`config.mk`:
```
export PLATFORM = sky130hd
export DESIGN_NAME = elevator_scheduler
export DESIGN_NICKNAME = d
export VERILOG_FILES = /design/src/rtl/elevator_scheduler_pkg.sv /design/src/rtl/elevator_scheduler_req_scan.sv /design/src/rtl/elevator_scheduler.sv
export SDC_FILE = /design/constraint.sdc
export NUM_CORES = 1
export LEC_CHECK = 0
export BUFFER_PORTS_ARGS = -buffer_cell sky130_fd_sc_hd__buf_4
export CORE_AREA = 2 2 52 49
export CTS_BUF_LIST = sky130_fd_sc_hd__clkbuf_8
export DETAILED_ROUTE_END_ITERATION = 6
export DIE_AREA = 0 0 54 51
export GPL_ROUTABILITY_DRIVEN = 0
export GPL_TIMING_DRIVEN = 0
export PLACE_DENSITY = 0.8
export SETUP_SLACK_MARGIN = 0.15
export SLEW_MARGIN = 20
export SYNTH_ARGS = -nofsm -noshare
export SYNTH_HDL_FRONTEND = slang
export SYNTH_HIERARCHICAL = 1
export SYNTH_SLANG_ARGS = --single-unit
```
`constraint.sdc`:
```
create_clock -name clk_2 -period 5.4 [get_ports clk_2]
set_input_delay 0.27 -clock clk_2 [delete_from_list [all_inputs] [get_ports clk_2]]
set_output_delay 0.27 -clock clk_2 [all_outputs]
set_load 0.05 [all_outputs]
```
`src/rtl/elevator_scheduler_pkg.sv`:
```
`default_nettype none
// ============================================================================
// Module   : elev_pkg
// Brief    : Shared state encoding and default sizing for elevator_scheduler.
// Revision : 1.0
// ============================================================================
package elev_pkg;

  localparam int ELEV_NFLOORS       = 4;
  localparam int ELEV_TRAVEL_CYCLES = 2;
  localparam int ELEV_DOOR_CYCLES   = 2;

  typedef enum logic [1:0] {
    IDLE = 2'd0,
    DOOR = 2'd1,
    MOVE = 2'd2
  } elev_state_t;

endpackage
`default_nettype wire

```
`src/rtl/elevator_scheduler_req_scan.sv`:
```
`default_nettype none
// ============================================================================
// Module   : elev_req_scan
// Brief    : Classifies latched calls relative to a floor: here/above/below,
//            plus the side the car is currently heading towards.
// Revision : 1.0
// ============================================================================
module elev_req_scan
  import elev_pkg::*;
#(
  parameter  int NFLOORS = ELEV_NFLOORS,
  localparam int FLOOR_W = $clog2(NFLOORS)
) (
  input  logic [NFLOORS-1:0] pending_i,
  input  logic [FLOOR_W-1:0] floor_i,
  input  logic               dir_up_i,
  output logic               here_o,
  output logic               above_o,
  output logic               below_o,
  output logic               ahead_o
);

  always_comb begin
    here_o  = 1'b0;
    above_o = 1'b0;
    below_o = 1'b0;
    for (int i = 0; i < NFLOORS; i++) begin
      if (i == int'(floor_i)) begin
        here_o = pending_i[i];
      end else if (i > int'(floor_i)) begin
        above_o = above_o | pending_i[i];
      end else begin
        below_o = below_o | pending_i[i];
      end
    end
  end

  assign ahead_o = dir_up_i ? above_o : below_o;

endmodule
`default_nettype wire

```
`src/rtl/elevator_scheduler.sv`:
```
`default_nettype none
// ============================================================================
// Module   : elevator_scheduler
// Brief    : Single-car SCAN scheduler with call latch, travel/door timers.
//            Optional macro ELEV_DOOR_HOLD_EN adds the door_hold input.
// Revision : 1.0
// ============================================================================
module elevator_scheduler
  import elev_pkg::*;
#(
  parameter  int NFLOORS       = ELEV_NFLOORS,
  parameter  int TRAVEL_CYCLES = ELEV_TRAVEL_CYCLES,
  parameter  int DOOR_CYCLES   = ELEV_DOOR_CYCLES,
  localparam int FLOOR_W       = $clog2(NFLOORS)
) (
  input  logic               clk_2,
  input  logic               reset,
  input  logic [NFLOORS-1:0] call,
`ifdef ELEV_DOOR_HOLD_EN
  input  logic               door_hold,
`endif
  output logic [FLOOR_W-1:0] floor,
  output logic               dir_up,
  output logic               moving,
  output logic               door_open,
  output logic [NFLOORS-1:0] pending
);

  localparam int TCNT_W = $clog2(TRAVEL_CYCLES + 1);
  localparam int DCNT_W = $clog2(DOOR_CYCLES + 1);
  localparam logic [TCNT_W-1:0] TCNT_LAST = TCNT_W'(TRAVEL_CYCLES - 1);
  localparam logic [DCNT_W-1:0] DCNT_LAST = DCNT_W'(DOOR_CYCLES - 1);

  elev_state_t        state_q, state_d;
  logic [FLOOR_W-1:0] floor_q;
  logic               dir_up_q, dir_up_d;
  logic               moving_q, door_open_q;
  logic [NFLOORS-1:0] pending_q, pending_d;
  logic [TCNT_W-1:0]  tcnt_q, tcnt_d;
  logic [DCNT_W-1:0]  dcnt_q, dcnt_d;

  logic               w_hold;
  logic               w_step;
  logic [FLOOR_W-1:0] w_eval_floor;
  logic               w_scan_here, w_above, w_below, w_ahead;
  logic               w_here;
  logic               w_eval, w_skip_here;

`ifdef ELEV_DOOR_HOLD_EN
  assign w_hold = door_hold;
`else
  assign w_hold = 1'b0;
`endif

  // Decisions on the last travel count are taken for the floor being entered.
  assign w_step       = (state_q == MOVE) && (tcnt_q == TCNT_LAST);
  assign w_eval_floor = !w_step  ? floor_q :
                        dir_up_q ? floor_q + FLOOR_W'(1) : floor_q - FLOOR_W'(1);

  elev_req_scan #(
    .NFLOORS (NFLOORS)
  ) u_scan (
    .pending_i (pending_q),
    .floor_i   (w_eval_floor),
    .dir_up_i  (dir_up_q),
    .here_o    (w_scan_here),
    .above_o   (w_above),
    .below_o   (w_below),
    .ahead_o   (w_ahead)
  );

  assign w_here = w_scan_here | call[w_eval_floor];

  always_comb begin
    state_d     = state_q;
    dir_up_d    = dir_up_q;
    pending_d   = pending_q | call;
    tcnt_d      = tcnt_q;
    dcnt_d      = dcnt_q;
    w_eval      = 1'b0;
    w_skip_here = 1'b0;

    case (state_q)
      IDLE: w_eval = 1'b1;
      MOVE: begin
        if (w_step) w_eval = 1'b1;
        else        tcnt_d = tcnt_q + TCNT_W'(1);
      end
      DOOR: begin
        // A call at the open door is served by the stop itself.
        pending_d[floor_q] = pending_q[floor_q];
        if (call[floor_q] || w_hold) begin
          dcnt_d = '0;
        end else if (dcnt_q == DCNT_LAST) begin
          w_eval      = 1'b1;
          w_skip_here = 1'b1;
        end else begin
          dcnt_d = dcnt_q + DCNT_W'(1);
        end
      end
      default: state_d = IDLE;
    endcase

    if (w_eval) begin
      if (w_here && !w_skip_here) begin
        state_d                 = DOOR;
        dcnt_d                  = '0;
        pending_d[w_eval_floor] = 1'b0;
      end else if (w_ahead) begin
        state_d = MOVE;
        tcnt_d  = '0;
      end else if (w_above || w_below) begin
        state_d  = MOVE;
        dir_up_d = !dir_up_q;
        tcnt_d   = '0;
      end else begin
        state_d = IDLE;
      end
    end
  end

  always_ff @(posedge clk_2 or negedge reset) begin
    if (!reset) begin
      state_q     <= IDLE;
      floor_q     <= '0;
      dir_up_q    <= 1'b1;
      moving_q    <= 1'b0;
      door_open_q <= 1'b0;
      pending_q   <= '0;
      tcnt_q      <= '0;
      dcnt_q      <= '0;
    end else begin
      state_q     <= state_d;
      floor_q     <= w_eval_floor;
      dir_up_q    <= dir_up_d;
      moving_q    <= (state_d == MOVE);
      door_open_q <= (state_d == DOOR);
      pending_q   <= pending_d;
      tcnt_q      <= tcnt_d;
      dcnt_q      <= dcnt_d;
    end
  end

  assign floor     = floor_q;
  assign dir_up    = dir_up_q;
  assign moving    = moving_q;
  assign door_open = door_open_q;
  assign pending   = pending_q;

endmodule
`default_nettype wire

```
==> impl_metrics.sql <==
INSERT INTO impl_metrics (metric_group, metric, value, unit) VALUES
('finish', 'insertedDiodeCount', '0', ''),
('yosys', 'syn-cell-area', '1080', 'µm²'),
('cts', 'htree_num_levels', '1', ''),
('finish', 'stdcell_area', '1280', 'µm²'),
('worst_setup_path', 'crit_fanout', '9', ''),
('detailed_routing', 'routed_via_density', '6.08', ''),
('placed_design', 'dp_worst_setup_slack', '2360', 'ps'),
('worst_setup_path', 'r2r_start', 'tcnt_q[1]', ''),
('sta', 'finalWorstSetupSlack', '2310', 'ps'),
('yosys', 'synthCells', '127', ''),
('sta', 'fmax', '324', 'MHz'),
('min_path', 'hold_class', 'primary input to flip-flop', ''),
('floorplan', 'die-area', '2750', 'µm²'),
('power', 'power_density', '600', 'nW/µm²'),
('global_route', 'global_route.overflow_total', '0', ''),
('floorplan', 'design.portCount', '15', ''),
('yosys', 'yosys.cell_types.count', '41', ''),
('detailed_routing', 'wl_cell', '14.7', 'µm'),
('yosys', 'synth.largest_area_cell', 'dfrtp_1', ''),
('worst_setup_path', 'crit_required', '5570', 'ps'),
('yosys', 'warnings_synthesis', '6', ''),
('sta', 'hold_viol_final', '0', ''),
('cts', 'clkLatencyLatePin', '250', 'ps'),
('worst_setup_path', 'path_cells', 'inv_1 > ha_1 > nand3b_1 > or3_1 > nand2_1 > mux4_2 > clkbuf_1 > or4_1 > o211ai_1', ''),
('floorplan', 'fp-row-count', '17', ''),
('yosys', 'net_count_after_synthesis', '134', ''),
('sta', 'final.setup_skew', '0.826', 'ps'),
('worst_setup_path', 'critical-path-max-stage-delay', '550', 'ps'),
('sta', 'finalSetupTns', '0', 'ps'),
('cts', 'clock_path_buffers', '2', ''),
('floorplan', 'fp.dieH', '51', 'µm'),
('global_route', 'grt_usage', '22.5', '%'),
('flow_run', 'max_cap_viol_count', '0', ''),
('detailed_routing', 'detail_route.first_pass.iterations', '4', ''),
('yosys', 'synth_ff_type', 'dfrtp_1', ''),
('yosys', 'biggest_area_contributors_in_the_synthesized_netlist', 'dfrtp_1, nand2_1, o21ai_0', ''),
('finish', 'nNetsFinal', '154', ''),
('status', 'run_status', 'finished, final reports clean', ''),
('min_path', 'startpoint_of_the_most_critical_hold_path', 'call[3]', ''),
('yosys', 'synth_edf_count', '0', ''),
('placed_design', 'placed_cells', '169', ''),
('floorplan', 'core_area', '2300', 'µm²'),
('sta', 'fin_crit', '3090', 'ps'),
('detailed_routing', 'drtIter0Drc', '42', ''),
('sta', 'report.final.setup_viol', '0', ''),
('finish', 'post-route-util', '55.7', '%'),
('floorplan', 'initial_utilization', '47.2', '%'),
('detailed_routing', 'postRouteWirelength', '2560', 'µm'),
('yosys', 'synth.ff_latch_count', '15', ''),
('worst_setup_path', 'worst-setup-path-type', 'flip-flop to flip-flop', ''),
('sta', 'worst_slew_pin_tran', '669', 'ps'),
('worst_setup_path', 'critical_path.n_buffers_inverters', '2', ''),
('global_route', 'grt_antenna_before_repair', '0', ''),
('worst_setup_path', 'worstPathArrival', '3260', 'ps'),
('sta', 'rsz_0062_raised_after_global_routing', 'no', ''),
('floorplan', 'die_width', '54', 'µm'),
('global_route', 'grt_max_degree', '16', ''),
('finish', 'fillCellCount', '222', ''),
('worst_setup_path', 'critPathTopFamily', 'simple AND/OR/NAND/NOR gates', ''),
('detailed_routing', 'postRouteAntennaNets', '0', ''),
('cts', 'numCtsBuffers', '3', ''),
('finish', 'final_layout_size_suffix_gt1_share', '20.5', '%'),
('power', 'max-vdd-ir-drop', '0.000336', 'V'),
('cts', 'cts.sinks', '15', ''),
('worst_setup_path', 'worst_setup_path_startpoint', 'tcnt_q[1]', ''),
('worst_setup_path', 'worst_setup_path_end_kind', 'flip-flop', ''),
('cts', 'post_cts_setup_bufs', '0', ''),
('global_route', 'grt_pass1_vias', '1036', ''),
('global_route', 'grt_first_pass_wirelength', '4490', 'µm'),
('cts', 'clkSlewWorstSetupHoldPaths', '60', 'ps'),
('detailed_routing', 'route.vias.total', '1058', '');
==> synth_stat cells (3+ instances only) <==
master	n
a211oi_1	3
o211ai_1	3
clkbuf_1	4
o21bai_1	4
nand2_1	15
dfrtp_1	14
nor3_1	8
nor2_1	12
nand2b_1	4
o31a_1	3
o21ai_0	10
nor2b_1	3
inv_1	5
a21oi_1	5
o221a_2	3
==> metrics by stage <==
step / power [W] / hold WS (ps)
after floorplan: 0.000557 / -25.6
after global placement: 0.000653 / 135
after detailed placement: 0.000674 / 137
after CTS: 0.000771 / 306
after global routing: 0.000838 / 346
final: 0.000767 / 321
==> what timing repair did <==
action / 4_1_cts / 5_1_grt
hold buffers: 1 / 0
endpoints found under the setup margin: 0 / 0
hold endpoints to repair: 14 / 0
==> layout by cell type (no fill, tap or decap), drive strengths merged, types with 2 or more instances in the layout <==
cell type,Yosys,final
nand2,15,15
a31o,2,2
xor2,2,2
buf,1,15
nand2b,4,4
o211ai,3,3
dfrtp,14,14
o221a,3,3
o31a,3,3
mux2,2,2
clkbuf,4,7
nor2b,3,3
and2,3,3
a21oi,5,5
inv,5,6
mux4,2,2
o21ai,10,10
a211oi,3,3
nor2,12,12
nor3,8,8
o21bai,4,4
==> final timing paths <==
kind / end / slack [ps] / cells past startpoint
worst max-delay path: dir_up / 2310 / 9
worst min-delay path: pending[3] / 320 / 3
worst min register to register: dcnt_q[1] / 530 / 1
worst max register to register: dir_up / 2310 / 9
min in group asynchronous: pending[0] / 410 / 2
max in group asynchronous: dir_up / 4750 / 2
==> layout make-up <==
| cell class | instances | area (µm²) | share of cell area [%] |
|---|---|---|---|
| Clock inverter | 1 | 3.75 | 0.294 |
| Tap cell | 28 | 35.0 | 2.74 |
| Inverter | 5 | 18.8 | 1.47 |
| Clock buffer | 3 | 41.3 | 3.23 |
| Sequential cell | 15 | 377 | 29.5 |
| Buffer | 5 | 26.3 | 2.05 |
| Multi-Input combinational cell | 102 | 662 | 51.8 |
| Timing Repair Buffer | 15 | 115 | 9.00 |
==> report_power, final <==
group / leakage, nW / switching (W) / internal, W
Combinational: 0.355 / 0.000309 / 0.000179
Sequential: 0.171 / 0.0000337 / 0.000153
Clock: 0.0269 / 0.0000414 / 0.0000504
==> routing by layer <==
metal  track usage (%)  routed length (µm)  vias to the layer above
met2              38.4                1240                       41
met4              10.8                  53                        0
met5                 0                   0                        -
met3              3.51                 162                        7
met1              27.0                1100                      501
li1                  -                   -                      509
==> sequential cells by signal, summed over array words and instances (netlist names) <==
signal     count
dcnt_q         2
state_q        2
door_open      1
moving         1
pending        4
floor          2
tcnt_q         2
dir_up         1
==> worst register-to-register path, stage by stage (launching register included) <==
cell and delay (ps):
dfrtp_1 380, inv_1 60, ha_1 210, nand3b_1 240
or3_1 470, nand2_1 190, mux4_2 510, clkbuf_1 230
or4_1 560, o211ai_1 180
==> cells by family after synthesis <==
kind of cell,after synthesis,synth area share (%)
AOI/OAI and AO/OA,40,26.7
xor gates and xnor gates,3,2.43
adders and majority gates,1,1.15
buffers and inverters,10,4.16
DFF,15,34.8
muxes,4,6.24
and+or+nand+nor,54,24.6
(Power assumes the default switching activity.)
